--- config.mk ---
export PLATFORM = sky130hd
export DESIGN_NAME = cpu_run_monitor
export DESIGN_NICKNAME = d
export VERILOG_FILES = /design/src/rtl/cpu_run_monitor.sv
export SDC_FILE = /design/constraint.sdc
export NUM_CORES = 1
export LEC_CHECK = 0
export BUFFER_PORTS_ARGS = -buffer_cell sky130_fd_sc_hd__clkbuf_2
export CORE_MARGIN = 8
export CORE_UTILIZATION = 45
export CTS_BUF_LIST = sky130_fd_sc_hd__clkbuf_8
export DETAILED_ROUTE_END_ITERATION = 10
export PLACE_DENSITY = 0.77
export SLEW_MARGIN = 20
export SYNTH_ARGS = -nofsm -noshare
export SYNTH_HDL_FRONTEND = slang
export SYNTH_SLANG_ARGS = --single-unit
--- constraint.sdc ---
create_clock -name clk -period 6.8 [get_ports clk]
set_input_delay 1.36 -clock clk [delete_from_list [all_inputs] [get_ports clk]]
set_output_delay 1.36 -clock clk [all_outputs]
set_load 0.05 [all_outputs]
--- src/rtl/cpu_run_monitor.sv ---
// Watches a CPU program run from start until it halts (end address or jump-to-self)
// or times out, then compares the probed values against golden values.
//
// state  | meaning
// IDLE   | after reset, outputs cleared, waiting for start
// RUN    | counting cycles and PC changes, watching for halt or timeout
// SETTLE | halt seen, giving the probed values time to settle
// CHECK  | one-cycle compare of probes against expected
// DONE   | results held until the next start
module cpu_run_monitor #(
  parameter int PC_W      = 32,
  parameter int DATA_W    = 32,
  parameter int N_PROBE   = 2,
  parameter int TIMEOUT   = 1000,
  parameter int STALL_LIM = 4,
  parameter int SETTLE    = 2
) (
  input  logic                      clk,
  input  logic                      reset,
  input  logic                      start,
  input  logic [PC_W-1:0]           pc,
  input  logic [PC_W-1:0]           halt_pc,
  input  logic [N_PROBE*DATA_W-1:0] probe,
  input  logic [N_PROBE*DATA_W-1:0] expected,
  output logic                      busy,
  output logic                      done,
  output logic                      pass,
  output logic                      timeout,
  output logic [N_PROBE-1:0]        mismatch,
  output logic [31:0]               cycle_cnt,
  output logic [31:0]               instr_cnt,
  output logic                      trace_valid,
  output logic [PC_W-1:0]           trace_pc
);
  localparam int STALL_W  = (STALL_LIM > 1) ? $clog2(STALL_LIM + 1) : 1;
  localparam int SETTLE_W = (SETTLE > 1) ? $clog2(SETTLE) : 1;

  typedef enum logic [2:0] {S_IDLE, S_RUN, S_SETTLE, S_CHECK, S_DONE} state_t;

  state_t              state_q, state_d;
  logic [PC_W-1:0]     prev_pc_q;
  logic [STALL_W-1:0]  stall_q;
  logic [SETTLE_W-1:0] settle_q;
  logic                pc_chg;
  logic                halt_det;
  logic                tmo_det;
  logic [N_PROBE-1:0]  mismatch_d;

  assign pc_chg   = (pc != prev_pc_q);
  // STALL_LIM equal samples = the sample that set prev_pc plus STALL_LIM-1 unchanged cycles
  assign halt_det = (pc == halt_pc) || (!pc_chg && (int'(stall_q) + 1 >= STALL_LIM - 1));
  assign tmo_det  = (cycle_cnt == 32'(TIMEOUT - 1));

  // 4-state compare so an X or Z probe never reads as a match
  always_comb begin
    mismatch_d = '0;
    for (int i = 0; i < N_PROBE; i++)
      mismatch_d[i] = (probe[i*DATA_W +: DATA_W] !== expected[i*DATA_W +: DATA_W]);
  end

  always_ff @(posedge clk or posedge reset) begin
    if (reset) state_q <= S_IDLE;
    else       state_q <= state_d;
  end

  always_comb begin
    state_d = state_q;
    busy    = 1'b0;
    done    = 1'b0;
    case (state_q)
      S_IDLE: begin
        if (start) state_d = S_RUN;
      end
      S_RUN: begin
        busy = 1'b1;
        if (halt_det)     state_d = (SETTLE == 0) ? S_CHECK : S_SETTLE;
        else if (tmo_det) state_d = S_DONE;
      end
      S_SETTLE: begin
        busy = 1'b1;
        if (settle_q == '0) state_d = S_CHECK;
      end
      S_CHECK: begin
        busy    = 1'b1;
        state_d = S_DONE;
      end
      S_DONE: begin
        done = 1'b1;
        if (start) state_d = S_RUN;
      end
      default: state_d = S_IDLE;
    endcase
  end

  always_ff @(posedge clk or posedge reset) begin
    if (reset) begin
      prev_pc_q   <= '0;
      stall_q     <= '0;
      settle_q    <= '0;
      cycle_cnt   <= '0;
      instr_cnt   <= '0;
      pass        <= 1'b0;
      timeout     <= 1'b0;
      mismatch    <= '0;
      trace_valid <= 1'b0;
      trace_pc    <= '0;
    end else begin
      trace_valid <= 1'b0;
      case (state_q)
        S_IDLE, S_DONE: begin
          if (start) begin
            prev_pc_q <= pc;
            stall_q   <= '0;
            cycle_cnt <= '0;
            instr_cnt <= '0;
            pass      <= 1'b0;
            timeout   <= 1'b0;
            mismatch  <= '0;
          end
        end
        S_RUN: begin
          // the timeout cycle itself is not counted, leaving cycle_cnt at TIMEOUT-1
          if (!tmo_det && cycle_cnt != '1) cycle_cnt <= cycle_cnt + 32'd1;
          if (pc_chg) begin
            prev_pc_q <= pc;
            stall_q   <= '0;
            if (instr_cnt != '1) instr_cnt <= instr_cnt + 32'd1;
            // a change on the exit cycle is counted but not traced, so no pulse leaks out of RUN
            if (state_d == S_RUN) begin
              trace_valid <= 1'b1;
              trace_pc    <= pc;
            end
          end else if (int'(stall_q) < STALL_LIM) begin
            stall_q <= stall_q + STALL_W'(1);
          end
          if (!halt_det && tmo_det) timeout <= 1'b1;
          if (halt_det && SETTLE > 0) settle_q <= SETTLE_W'(SETTLE - 1);
        end
        S_SETTLE: begin
          if (settle_q != '0) settle_q <= settle_q - SETTLE_W'(1);
        end
        S_CHECK: begin
          mismatch <= mismatch_d;
          pass     <= (mismatch_d == '0);
        end
        default: ;
      endcase
    end
  end

endmodule

==> impl_metrics.json <==
{
  "power.density_nw_per_um2": 243,
  "synth_most_common_cell": "dfrtp_1",
  "cts_tree": "yes",
  "synth_top_area_share": 0.434,
  "die_area_um2": 22500,
  "drv_slew": 0,
  "fillers": 1566,
  "critPathLaunchType": "input pin",
  "tns_ps": 0,
  "start_util": 0.454,
  "gp_congestion": 0.880,
  "clock-skew-final_ps": 9.31,
  "wl_um": 23900,
  "wl_per_cell_um": 18.1,
  "grt_setup_unrepaired": "no",
  "synth-edff-count": 0,
  "syn_inst": 786,
  "grt_pass1_wl_um": 37900,
  "die_w_um": 150,
  "cts_buffers": 17,
  "clk_latency_ps": 450,
  "worst_pin_slew_ps": 933,
  "drive_gt1_frac": 0.386,
  "ys_seq_area_frac": 0.434,
  "grt_max_degree": 73,
  "status": "complete, no violations",
  "cts_setup_buffers": 0,
  "fin_nets": 1275,
  "synthFlopType": "dfrtp_1",
  "syn_to_final_growth_pct": 26.2,
  "synth_top_cells_by_area": "dfrtp_1, mux2_2, xnor2_1, xor2_1, nand4_1",
  "ant_nets": 0,
  "drc": 0,
  "cpMaxStageDelayCell": "nor4_1",
  "root_buffer": "clkbuf_8",
  "yosys_warnings": 0,
  "finalHoldViolCount": 0,
  "overflow": 0,
  "netlist_top_cells_count": "dfrtp_1, xnor2_1, xor2_1",
  "postCtsHoldBufs": 0,
  "max-slew-margin-rel": 0.378,
  "crit_type": "in2reg",
  "htreeDepth": 4,
  "ys_types": 54,
  "cpPeakStageDelay_ps": 520,
  "yosys.area.top_type": "dfrtp_1",
  "grt_use_total": 0.214,
  "max_cap_violations": 0,
  "fp.coreArea_um2": 17800,
  "vias": 7155,
  "fin_cells": 1318,
  "drt-initial-drc-count": 428,
  "cts_sinks": 140,
  "vias_per_cell": 5.43,
  "hp-class": "reg2reg",
  "post-dp-hpwl_um": 18700,
  "ys_seq_elements": 140,
  "ioPinCount": 298,
  "avgSynthCellArea_um2": 10.3,
  "ctsResizeCount": 0,
  "clk_pin_slew_ps": 70,
  "grt_pass1_vias": 7275,
  "cp_cell_sequence": "clkbuf_2 -> xor2_1 -> nor4_1 -> nand4_1 -> or2_2 -> nand3b_1 -> buf_4 -> mux2_2",
  "rows": 49,
  "required_ps": 7130,
  "period_share": 0.523,
  "die_h_um": 150,
  "n_antenna_cell": 0,
  "drt-pass1-iter-count": 5,
  "synth_nets": 985,
  "clockBufferDepth": 2,
  "timing.final.crit_period_ps": 3560,
  "cp_max_fo": 33,
  "worstPathArrival_ps": 3890,
  "port_buffers": 297,
  "syn-cell-area_um2": 8070,
  "antenna_found_initial": 0,
  "fmax_ghz": 0.281,
  "dpl.cell_count": 1286,
  "setup.worst_path.end_class": "flip-flop",
  "async_flop_share": 1.00,
  "setup_viol": 0,
  "max-vdd-ir-drop_v": 0.000227,
  "leakage_uw": 0.00470
}
-- power by group --
group	switching (uW)	leakage [uW]	total, uW	internal, uW
sequential	102	0.00176	1020	922
clock	321	0.000199	694	372
combinational	511	0.00274	755	243
-- registers in the layout, summed over array words and instances (netlist names), 2 cells and up --
signal,count
instr_cnt,32
mismatch,2
stall_q,3
trace_pc,32
cycle_cnt,32
state_q,3
prev_pc_q,32
-- area by class of cell --
type | count | area, um2 | share of cell area
clock inverter | 10 | 113 | 0.0111
inverter | 16 | 65.1 | 0.00639
clock buffer | 22 | 303 | 0.0297
tap | 229 | 287 | 0.0281
sequential | 140 | 3500 | 0.344
multi-input combinational | 596 | 4360 | 0.429
timing repair buffer | 305 | 1550 | 0.152
-- logic make-up (layout without fill, tap and decap cells) --
family / count (synthesis) / in the layout / synth area share
and+or+nand+nor: 289 / 289 / 0.204
DFF: 140 / 140 / 0.434
muxes: 76 / 76 / 0.104
AOI/OAI and AO/OA: 81 / 81 / 0.0668
adders and majority gates: 4 / 4 / 0.00620
buffers and inverters: 50 / 353 / 0.0262
xor gates and xnor gates: 146 / 146 / 0.158
-- worst max-delay path: cells and delay by family --
family / cells / cell delay (ps)
simple gates: 4 / 1410
buf+inv: 2 / 530
mux: 1 / 400
xor+xnor: 1 / 170
-- layout by cell type, fill, tap and decap left out, drive strengths merged, types with 4 or more instances in the layout --
cell / synthesis / final
nor2: 36 / 36
nor3: 17 / 17
and3: 11 / 11
xnor2: 78 / 78
o31ai: 15 / 15
nand2b: 5 / 5
a21oi: 28 / 28
o211ai: 6 / 6
nand4: 45 / 45
nand2: 51 / 51
or4: 22 / 22
clkbuf: 18 / 319
buf: 16 / 8
xor2: 68 / 68
and2: 9 / 9
ha: 4 / 4
nor4: 40 / 40
dfrtp: 140 / 140
o41ai: 4 / 4
inv: 16 / 16
clkinvlp: 0 / 5
mux2i: 12 / 12
nand3: 33 / 33
nor4b: 4 / 4
and4: 6 / 6
mux2: 64 / 64
o21ai: 9 / 9
a21o: 4 / 4
-- metal layers --
metal  up-vias  wire length [um]  track usage
li1       3460                 -            -
met1      3442             10300        0.271
met2       225             11800        0.354
met3        28              1400       0.0535
met4         0               347       0.0665
met5         -                 0            0
-- through the flow --
step / setup slack (ps) / hold WS [ps] / instance area, um2 / power [uW] / util
after floorplan: 1690 / 448 / 8070 / 1550 / -
after global placement: 2880 / 463 / 9770 / 1780 / 0.549
after detailed placement: 2780 / 473 / 9770 / 1800 / 0.549
after CTS: 3250 / 490 / 10200 / 2500 / 0.573
after global routing: 3170 / 508 / 10200 / 2600 / 0.573
final: 3240 / 486 / 10200 / 2470 / 0.573
-- path summary, 6_finish.rpt --
| kind | from | endpoint | slack (ps) | cells past startpoint |
|---|---|---|---|---|
| worst max register to register | prev_pc_q[31] | trace_pc[31] | 3920 | 7 |
| worst min-delay path | settle_q | settle_q | 490 | 2 |
| worst max-delay path | pc[31] | trace_pc[31] | 3240 | 8 |
| worst min register to register | settle_q | settle_q | 490 | 2 |
| min in group asynchronous | reset | trace_pc[27] | 980 | 2 |
| max in group asynchronous | reset | instr_cnt[1] | 4470 | 3 |
Note: power is estimated with default switching activity, not from simulation.
